<file path="config.mk">
export PLATFORM = sky130hd
export DESIGN_NAME = hazard_scoreboard_flat
export DESIGN_NICKNAME = d
export VERILOG_FILES = /design/src/rtl/hazard_scoreboard_if.sv /design/src/rtl/hazard_scoreboard.sv /design/src/flat_wrapper.sv
export SDC_FILE = /design/constraint.sdc
export NUM_CORES = 1
export LEC_CHECK = 0
export BUFFER_PORTS_ARGS = -buffer_cell sky130_fd_sc_hd__buf_2
export CAP_MARGIN = 10
export CORE_ASPECT_RATIO = 2
export CORE_MARGIN = 1
export CORE_UTILIZATION = 30
export CTS_CLUSTER_DIAMETER = 50
export DETAILED_ROUTE_END_ITERATION = 10
export SYNTH_ARGS = -nofsm -noshare
export SYNTH_HDL_FRONTEND = slang
export SYNTH_SLANG_ARGS = --single-unit
</file>
<file path="constraint.sdc">
create_clock -name clk -period 6.2 [get_ports clk]
set_clock_uncertainty 0.2 [all_clocks]
set_input_delay 1.86 -clock clk [delete_from_list [all_inputs] [get_ports clk]]
set_output_delay 1.86 -clock clk [all_outputs]
set_load 0.02 [all_outputs]
</file>
<file path="src/rtl/hazard_scoreboard_if.sv">
// hazard_scoreboard_if
//   The bundle of signals between the pipeline control and the hazard
//   scoreboard.
//   master : the pipeline side. It drives the D/E-stage instruction
//            information and the flush request, and receives the
//            forwarding selects, stall, mdu_busy and the stall counter.
//   slave  : the scoreboard side.
//   Signals
//     D_ReadA    NRD*AW    D-stage read addresses, port i at [i*AW +: AW]
//     D_Tuse     NRD*TW    cycles until port i needs its operand
//     D_WriteA   AW        destination register of the D instruction
//     D_RegWrite 1         D instruction writes a register
//     D_Tnew     TW        cycles after E until the result exists
//     D_MDUClass 1         D instruction touches the MDU
//     E_MDUStart 1         MDU operation starts in E this cycle
//     E_MDUDiv   1         the starting operation is a divide
//     IntExcReq  1         interrupt/exception flush
//     D_FwdSel   NRD*SELW  forward source per port (0 = register file)
//     stall      1         freeze F/D and insert a bubble into E
//     mdu_busy   1         MDU latency counter nonzero
//     stall_cnt  32        saturating count of stalled cycles
interface hazard_scoreboard_if #(
    parameter int NRD  = 2,
    parameter int AW   = 5,
    parameter int TW   = 2,
    parameter int SELW = 2
);
    logic [NRD*AW-1:0]   D_ReadA;
    logic [NRD*TW-1:0]   D_Tuse;
    logic [AW-1:0]       D_WriteA;
    logic                D_RegWrite;
    logic [TW-1:0]       D_Tnew;
    logic                D_MDUClass;
    logic                E_MDUStart;
    logic                E_MDUDiv;
    logic                IntExcReq;
    logic [NRD*SELW-1:0] D_FwdSel;
    logic                stall;
    logic                mdu_busy;
    logic [31:0]         stall_cnt;

    modport master (
        output D_ReadA, D_Tuse, D_WriteA, D_RegWrite, D_Tnew,
        output D_MDUClass, E_MDUStart, E_MDUDiv, IntExcReq,
        input  D_FwdSel, stall, mdu_busy, stall_cnt
    );

    modport slave (
        input  D_ReadA, D_Tuse, D_WriteA, D_RegWrite, D_Tnew,
        input  D_MDUClass, E_MDUStart, E_MDUDiv, IntExcReq,
        output D_FwdSel, stall, mdu_busy, stall_cnt
    );
endinterface

</file>
<file path="src/rtl/hazard_scoreboard.sv">
// hazard_scoreboard
//   Tnew/Tuse hazard scoreboard for the D stage of an in-order pipeline.
//   It tracks the destination and remaining Tnew of the instructions in
//   the NSTAGE stages after D (entry 0 = E). For every D read port it
//   picks the youngest in-flight writer of that register. If that writer's
//   result is ready it forwards it, and if the result arrives too late for
//   the port's Tuse it stalls. A latency counter models the multi-cycle
//   MDU, so that MDU-class instructions wait while it is busy.
//   Ports
//     clk    sole clock, rising edge
//     reset  synchronous active-high reset
//     bus    hazard_scoreboard_if.slave (all D/E inputs and outputs)
//   NSTAGE must be less than 2**SELW so that every entry has a select code.
module hazard_scoreboard #(
    parameter int NSTAGE   = 3,
    parameter int NRD      = 2,
    parameter int AW       = 5,
    parameter int TW       = 2,
    parameter int SELW     = 2,
    parameter int MULT_CYC = 5,
    parameter int DIV_CYC  = 10
) (
    input  logic                clk,
    input  logic                reset,
    hazard_scoreboard_if.slave  bus
);
    localparam int MAXC = (DIV_CYC > MULT_CYC) ? DIV_CYC : MULT_CYC;
    localparam int CW   = $clog2(MAXC + 1);

    logic [NSTAGE-1:0]   valid_reg;
    logic [AW-1:0]       addr_reg [NSTAGE];
    logic [TW-1:0]       tnew_reg [NSTAGE];
    logic [CW-1:0]       mdu_cnt_reg;
    logic [31:0]         stall_cnt_reg;

    logic [NRD-1:0]      port_hazard;
    logic [NRD*SELW-1:0] fwd_sel;
    logic                mdu_busy;
    logic                stall;

    // Per read port: find the youngest matching entry. Scanning from the
    // oldest entry to the youngest and overwriting leaves the lowest index.
    genvar gi;
    generate
        for (gi = 0; gi < NRD; gi++) begin : g_port
            logic [AW-1:0]   rd_addr;
            logic [TW-1:0]   tuse;
            logic            hit;
            logic [TW-1:0]   hit_tnew;
            logic [SELW-1:0] hit_sel;

            assign rd_addr = bus.D_ReadA[gi*AW +: AW];
            assign tuse    = bus.D_Tuse[gi*TW +: TW];

            always_comb begin
                hit      = 1'b0;
                hit_tnew = '0;
                hit_sel  = '0;
                for (int k = NSTAGE - 1; k >= 0; k--) begin
                    if (valid_reg[k] && (addr_reg[k] == rd_addr) && (rd_addr != '0)) begin
                        hit      = 1'b1;
                        hit_tnew = tnew_reg[k];
                        hit_sel  = SELW'(k + 1);
                    end
                end
            end

            assign fwd_sel[gi*SELW +: SELW] = (hit && (hit_tnew == '0)) ? hit_sel : '0;
            assign port_hazard[gi]          = hit && (hit_tnew > tuse);
        end
    endgenerate

    assign mdu_busy = (mdu_cnt_reg != '0);

    // A flush wins over every stall source: the stalled instruction is
    // being thrown away.
    assign stall = ((|port_hazard) ||
                    (bus.D_MDUClass && (mdu_busy || bus.E_MDUStart))) &&
                   !bus.IntExcReq;

    // Scoreboard shift. A stall only replaces the incoming entry with a
    // bubble; older entries keep moving because E/M/W keep moving.
    always_ff @(posedge clk) begin
        if (reset) begin
            valid_reg <= '0;
            for (int k = 0; k < NSTAGE; k++) begin
                addr_reg[k] <= '0;
                tnew_reg[k] <= '0;
            end
        end else if (bus.IntExcReq) begin
            valid_reg <= '0;
        end else begin
            valid_reg[0] <= !stall && bus.D_RegWrite && (bus.D_WriteA != '0);
            addr_reg[0]  <= bus.D_WriteA;
            tnew_reg[0]  <= bus.D_Tnew;
            for (int k = 1; k < NSTAGE; k++) begin
                valid_reg[k] <= valid_reg[k-1];
                addr_reg[k]  <= addr_reg[k-1];
                tnew_reg[k]  <= (tnew_reg[k-1] != '0) ? tnew_reg[k-1] - TW'(1) : '0;
            end
        end
    end

    // MDU latency counter. A new start reloads even while it is busy, and a
    // flush does not touch it because the MDU finishes the operation anyway.
    always_ff @(posedge clk) begin
        if (reset) begin
            mdu_cnt_reg <= '0;
        end else if (bus.E_MDUStart) begin
            mdu_cnt_reg <= bus.E_MDUDiv ? CW'(DIV_CYC) : CW'(MULT_CYC);
        end else if (mdu_cnt_reg != '0) begin
            mdu_cnt_reg <= mdu_cnt_reg - CW'(1);
        end
    end

    always_ff @(posedge clk) begin
        if (reset) begin
            stall_cnt_reg <= '0;
        end else if (stall && (stall_cnt_reg != 32'hFFFF_FFFF)) begin
            stall_cnt_reg <= stall_cnt_reg + 32'd1;
        end
    end

    assign bus.D_FwdSel  = fwd_sel;
    assign bus.stall     = stall;
    assign bus.mdu_busy  = mdu_busy;
    assign bus.stall_cnt = stall_cnt_reg;
endmodule

</file>
<file path="src/flat_wrapper.sv">
// flat-port wrapper written by rule: the top's interface ports become plain ports
module hazard_scoreboard_flat 
#(
    parameter int NSTAGE   = 3,
    parameter int NRD      = 2,
    parameter int AW       = 5,
    parameter int TW       = 2,
    parameter int SELW     = 2,
    parameter int MULT_CYC = 5,
    parameter int DIV_CYC  = 10
)
  (clk, reset, bus_D_ReadA, bus_D_Tuse, bus_D_WriteA, bus_D_RegWrite, bus_D_Tnew, bus_D_MDUClass, bus_E_MDUStart, bus_E_MDUDiv, bus_IntExcReq, bus_D_FwdSel, bus_stall, bus_mdu_busy, bus_stall_cnt);
  hazard_scoreboard_if #(.NRD(NRD), .AW(AW), .TW(TW), .SELW(SELW)) bus_i ();
  input  logic clk;
  input  logic reset;
  input wire logic [$bits(bus_i.D_ReadA)-1:0] bus_D_ReadA;
  input wire logic [$bits(bus_i.D_Tuse)-1:0] bus_D_Tuse;
  input wire logic [$bits(bus_i.D_WriteA)-1:0] bus_D_WriteA;
  input wire logic [$bits(bus_i.D_RegWrite)-1:0] bus_D_RegWrite;
  input wire logic [$bits(bus_i.D_Tnew)-1:0] bus_D_Tnew;
  input wire logic [$bits(bus_i.D_MDUClass)-1:0] bus_D_MDUClass;
  input wire logic [$bits(bus_i.E_MDUStart)-1:0] bus_E_MDUStart;
  input wire logic [$bits(bus_i.E_MDUDiv)-1:0] bus_E_MDUDiv;
  input wire logic [$bits(bus_i.IntExcReq)-1:0] bus_IntExcReq;
  output wire logic [$bits(bus_i.D_FwdSel)-1:0] bus_D_FwdSel;
  output wire logic [$bits(bus_i.stall)-1:0] bus_stall;
  output wire logic [$bits(bus_i.mdu_busy)-1:0] bus_mdu_busy;
  output wire logic [$bits(bus_i.stall_cnt)-1:0] bus_stall_cnt;
  assign bus_i.D_ReadA = bus_D_ReadA;
  assign bus_i.D_Tuse = bus_D_Tuse;
  assign bus_i.D_WriteA = bus_D_WriteA;
  assign bus_i.D_RegWrite = bus_D_RegWrite;
  assign bus_i.D_Tnew = bus_D_Tnew;
  assign bus_i.D_MDUClass = bus_D_MDUClass;
  assign bus_i.E_MDUStart = bus_E_MDUStart;
  assign bus_i.E_MDUDiv = bus_E_MDUDiv;
  assign bus_i.IntExcReq = bus_IntExcReq;
  assign bus_D_FwdSel = bus_i.D_FwdSel;
  assign bus_stall = bus_i.stall;
  assign bus_mdu_busy = bus_i.mdu_busy;
  assign bus_stall_cnt = bus_i.stall_cnt;
  hazard_scoreboard #(.NSTAGE(NSTAGE), .NRD(NRD), .AW(AW), .TW(TW), .SELW(SELW), .MULT_CYC(MULT_CYC), .DIV_CYC(DIV_CYC)) u_core (.clk(clk), .reset(reset), .bus(bus_i));
endmodule
</file>
-- Word-level counts from Yosys, hierarchy flattened
Memories as Yosys holds them, arrays and structs flattened.
Cells that the tools add are included.
- bits in registers: 39
- latch bits: 0
- memory bits (writable): 21
- memory bits (read-only): 0
- bits of input ports: 28
- output and inout bits: 38
- logic and storage cells: 96
- memories kept: 2
- memories (memory ; depth ; bits a word ; read ports ; clocked after memory_dff ; wr ports ; line ; source):
    u_core.addr_reg ; 3 ; 5 ; 3 ; 0 ; 3 ; hazard_scoreboard.sv:31 ; logic [AW-1:0] addr_reg [NSTAGE];
    u_core.tnew_reg ; 3 ; 2 ; 3 ; 0 ; 3 ; hazard_scoreboard.sv:32 ; logic [TW-1:0] tnew_reg [NSTAGE];
- add/sub/neg operators: 4
- $mul: 0
- div/mod/pow operators: 0
- magnitude comparators: 2
- equal/unequal tests: 7
- shift operators: 0
- multiplexer cells: 36
- bitwise operators: 6
- reduce and logical (&&, ||, !) cells: 36
- operators with widths (cell ; count):
    $mux 2 ; 19
    $add 32x1->32 const B ; 1
    $ne 32x32->1 const B ; 1
    $eq 5x5->1 ; 6
    $logic_and 1x1->1 ; 21
    $mux 5 ; 3
    $reduce_bool 5->1 ; 3
    $mux 4 ; 3
    $mux 1 ; 11
    $or 1x1->1 ; 6
    $reduce_bool 2->1 ; 3
    $gt 2x2->1 ; 2
    $logic_not 2->1 ; 2
    $reduce_bool 4->1 ; 1
    $reduce_or 2->1 ; 2
    $sub 2x1->2 const B ; 2
    $sub 4x1->4 const B ; 1
    $logic_not 1->1 ; 2
    $logic_or 1x1->1 ; 2

-- Depth between registers and ports, before layout
- depth in word-level cells: 14
- depth in mapped cells: 18
- depth with buffers taken out: 16

-- Worst setup path before layout
No wires, ideal clock.
- path type: input-to-output
- from: input port bus_D_ReadA[6]
- to: output port bus_stall
- data arrival time: 4.531 ns
- required time: 4.140 ns
- path slack: -0.391 ns
- cell stages on the path: 14
- buffers on the path: 2
- path through: or4_1 -> nor2_1 -> nor4_1 -> nor2b_1 -> a221oi_1 -> a21oi_1 -> ha_1 -> a21oi_1 -> a21oi_1 -> o31ai_2 -> a31o_4 -> buf_6 -> buf_2 -> inv_1
- word-level cells in the longest chain between the ends: 11
- elaborated cells between the ends (all ways): 21
- those cells by class: order compare: 1; eq/ne: 3; mux: 6; reduce/logical: 11
- ends and longest elaborated chain (element ; line ; source):
    from (decl) ; flat_wrapper.sv:16 ; input wire logic [$bits(bus_i.D_ReadA)-1:0] bus_D_ReadA;
    $eq 5x5->1 ; hazard_scoreboard.sv:60 ; if (valid_reg[k] && (addr_reg[k] == rd_addr) && (rd_addr != '0)) begin
    $logic_and 1x1->1 (2 in a row) ; hazard_scoreboard.sv:60 ;
    $mux 2 (3 in a row) ; hazard_scoreboard.sv:60 ;
    $gt 2x2->1 ; hazard_scoreboard.sv:69 ; assign port_hazard[gi] = hit && (hit_tnew > tuse);
    $logic_and 1x1->1 * ; hazard_scoreboard.sv:69 ;
    $reduce_or 2->1 * ; hazard_scoreboard.sv:77 ; assign stall = ((|port_hazard) ||
    $logic_or 1x1->1 * ; hazard_scoreboard.sv:77 ;
    $logic_and 1x1->1 * ; hazard_scoreboard.sv:78 ; (bus.D_MDUClass && (mdu_busy || bus.E_MDUStart))) &&
    to (decl) ; flat_wrapper.sv:26 ; output wire logic [$bits(bus_i.stall)-1:0] bus_stall;
Every way passes the cells marked *; elsewhere a longest branch is shown, timed or not.

-- Worst setup path in the final report
- from: input port bus_D_ReadA[2]
- to: output port bus_stall
The elaborated chain is that of the path after synthesis.

==> results.yml <==
outcome:
  status: "finished with violations"
  failed_checks: "negative setup slack"
synthesis:
  syn_area_sq_mm: 0.00352
  ys_seq_area_share_pct: 40.1
  ys_ff_latch: 60
  synthDistinctLibCells: 40
  async_reset_ff_share_pct: 0
  avgSynthCellArea_sq_um: 9.13
  synth_nets: 422
  yosys.area.top_type: "dfxtp_1"
  synth_warnings: 0
  synth_top_area_share_pct: 22.2
  yosys-top-cells-area: "dfxtp_1 22%, edfxtp_1 18%, a21oi_1 4.8%"
  netlist_instances: 385
  synth_edf_count: 21
  synthFlopType: "dfxtp_1"
finish:
  drive_gt1_share_pct: 33.0
  largest_register_ffs: 32
  final_area_sq_mm: 0.00481
  syn_to_final_growth_pct: 36.9
  final_cell_mix: "58 x buf_2, 39 x buf_4, 39 x dfxtp_1"
  final_common_cell: "buf_2"
  fill_cells: 1139
  diodes: 0
  instances_no_fill: 627
  fin_util_pct: 42.4
  fin_nets: 517
sta:
  finalCriticalPeriod_ps: 6410
  fin_ws_ps: -210
  setup_viol: 1
  fin_crit_sh_pct: 103
  rsz0062_at_grt: "true"
  fmax_mhz: 156
  final-max-slew-violation-count: 0
  tightest_slew_ps: 951
  max_slew_margin_pct: 36.6
  finalHoldViolCount: 0
detailed_routing:
  wl_per_cell_um: 16.1
  firstDrtPassIters: 4
  vias: 3366
  drc: 0
  drtAntennaViolNets: 0
  via_per_inst: 5.37
  initialDrtViolationCount: 136
  drt_wl_total_mm: 10.1
placed_design:
  place_ws_ps: -386
  place_area_sq_mm: 0.00423
  globalplace.congestion: 0.808
  numPortBuffers: 65
  placed_cells: 602
  hpwl_mm: 7.49
setup_path:
  crit_type: "in2out"
  start_kind: "input port"
  cp_max_fo: 4
  reg2reg_depth: 15
  critPathTopFamily: "compound AO/OA/AOI/OAI gates"
  critPathRequiredTime_ps: 4140
  cp_num_buf_inv: 3
  crit_path_cell_trace: "buf_6 -> or4_4 -> nor2_4 -> nor4_4 -> nor2b_4 -> a221oi_2 -> a21oi_2 -> ha_4 -> a21oi_2 -> a21oi_2 -> o31ai_4 -> a31o_4 -> clkinv_4 -> buf_6"
  path_depth: 14
  critPathMaxStageDelay_ps: 550
  worst_setup_path_end_kind: "primary output"
  cp_common_cell: "a21oi_2"
  critPathArrivalTime_ps: 4350
  slowest_stage: "or4_4"
floorplan:
  dieArea_sq_mm: 0.0122
  die_h_um: 155
  die_w_um: 78.6
  fp.coreArea_sq_mm: 0.0114
  ioPinCount: 66
  initial_core_util_pct: 31.0
  rows: 55
global_route:
  grt_pass1_vias: 3300
  grt_usage_pct: 17.1
  grt_overflow_total: 0
  grt_max_degree: 52
  antenna_found_initial: 0
  grt_pass1_wl_mm: 16.2
clock_network:
  cts_root_buffer: "clkbuf_16"
  numCtsBuffers: 9
  cts_tree: "yes"
  clk_transition_reported_paths_ps: 50
  clk_path_buf_depth: 2
  hold_buffers: 0
  htreeDepth: 3
  cts.sinks: 60
  insertion_delay_ps: 330
flow_run:
  maxCapViolCount: 0
power:
  p_total_mw: 1.10
  p_per_area_mw_per_mm2: 229
  p_leak_nw: 1.87
  ir_worst_vdd_mv: 0.121
worst_hold_path:
  hp-class: "reg2reg"
  hold_path_depth: 2
worst paths after layout:
path | from | to | slack [ps]
min | u_core.bus.stall_cnt[18]$_SDFFE_PP0P_ | u_core.bus.stall_cnt[18]$_SDFFE_PP0P_ | 290
max | bus_D_ReadA[2] | bus_stall | -210
min reg2reg | u_core.bus.stall_cnt[18]$_SDFFE_PP0P_ | u_core.bus.stall_cnt[18]$_SDFFE_PP0P_ | 290
max reg2reg | u_core.addr_reg[0][9]$_SDFFCE_PN0P_ | u_core.bus.stall_cnt[30]$_SDFFE_PP0P_ | 2200
area by class of cell:
type                            instances  area (sq um)  share of cell area, %
Inverter                               18          72.6                   1.51
Clock buffer                           11           253                   5.25
Timing Repair Buffer                  102           647                   13.4
Sequential cell                        60          1410                   29.3
Clock inverter                          5          73.8                   1.53
Tap cell                              142           178                   3.69
Multi-Input combinational cell        289          2180                   45.2
routing by layer:
metal | up-vias | wire length (um) | track usage, %
li1 | 1625 | - | -
met1 | 1633 | 3600 | 16.9
met2 | 80 | 5720 | 32.5
met3 | 28 | 374 | 3.28
met4 | 0 | 392 | 9.26
met5 | - | 0 | 0
cell families (layout without fill, tap and decap cells):
logic type                 Yosys count  after routing  share of synthesized area [%]
AOI/OAI and AO/OA                   72             72                           13.4
xor gates and xnor gates            33             33                           8.22
adders and majority gates            9              9                           3.20
buffers and inverters               36            136                           4.41
DFF                                 60             60                           40.1
muxes                                8              8                           2.56
and+or+nand+nor                    167            167                           28.0
power breakdown:
group | total, mW | switching (mW) | internal [mW] | leakage [nW]
sequential | 0.438 | 0.0148 | 0.423 | 0.546
clock | 0.542 | 0.172 | 0.370 | 0.163
combinational | 0.120 | 0.0685 | 0.0516 | 1.16
repair_timing:
item | in CTS | in global routing
buffers inserted | 2 | 7
setup endpoints to repair | 1 | 1
resized for setup | 11 | 25
pin swaps | 9 | 16
cell usage after synthesis, types with 2 or more instances:
library cell,number
nor2_1,27
or3_1,5
o21ai_0,5
nor2b_1,11
edfxtp_1,21
nand2_1,14
ha_1,9
o31ai_2,2
and4_1,4
buf_2,4
nand2b_1,3
or4_1,21
dfxtp_1,39
mux2_2,8
nor3_1,8
nand3_1,10
xor2_1,14
nor4b_1,2
o211ai_1,2
nand4_1,17
nor4_1,11
a21oi_1,34
and3_1,6
buf_1,2
xnor2_1,19
buf_6,2
and2_1,22
inv_1,18
clkbuf_1,10
a221oi_1,4
o31ai_1,19
nor4_2,4
worst min-delay path, stage by stage, from the launching register on:
cell and delay [ps]:
dfxtp_1 320, o31ai_1 60, a21oi_1 50
through the flow:
step | setup TNS, ps | hold slack [ps]
after floorplan | -164 | 252
after global placement | -296 | 274
after CTS | -206 | 291
after detailed placement | -386 | 283
after global routing | -377 | 309
final | -210 | 285
(Power assumes the default switching activity.)
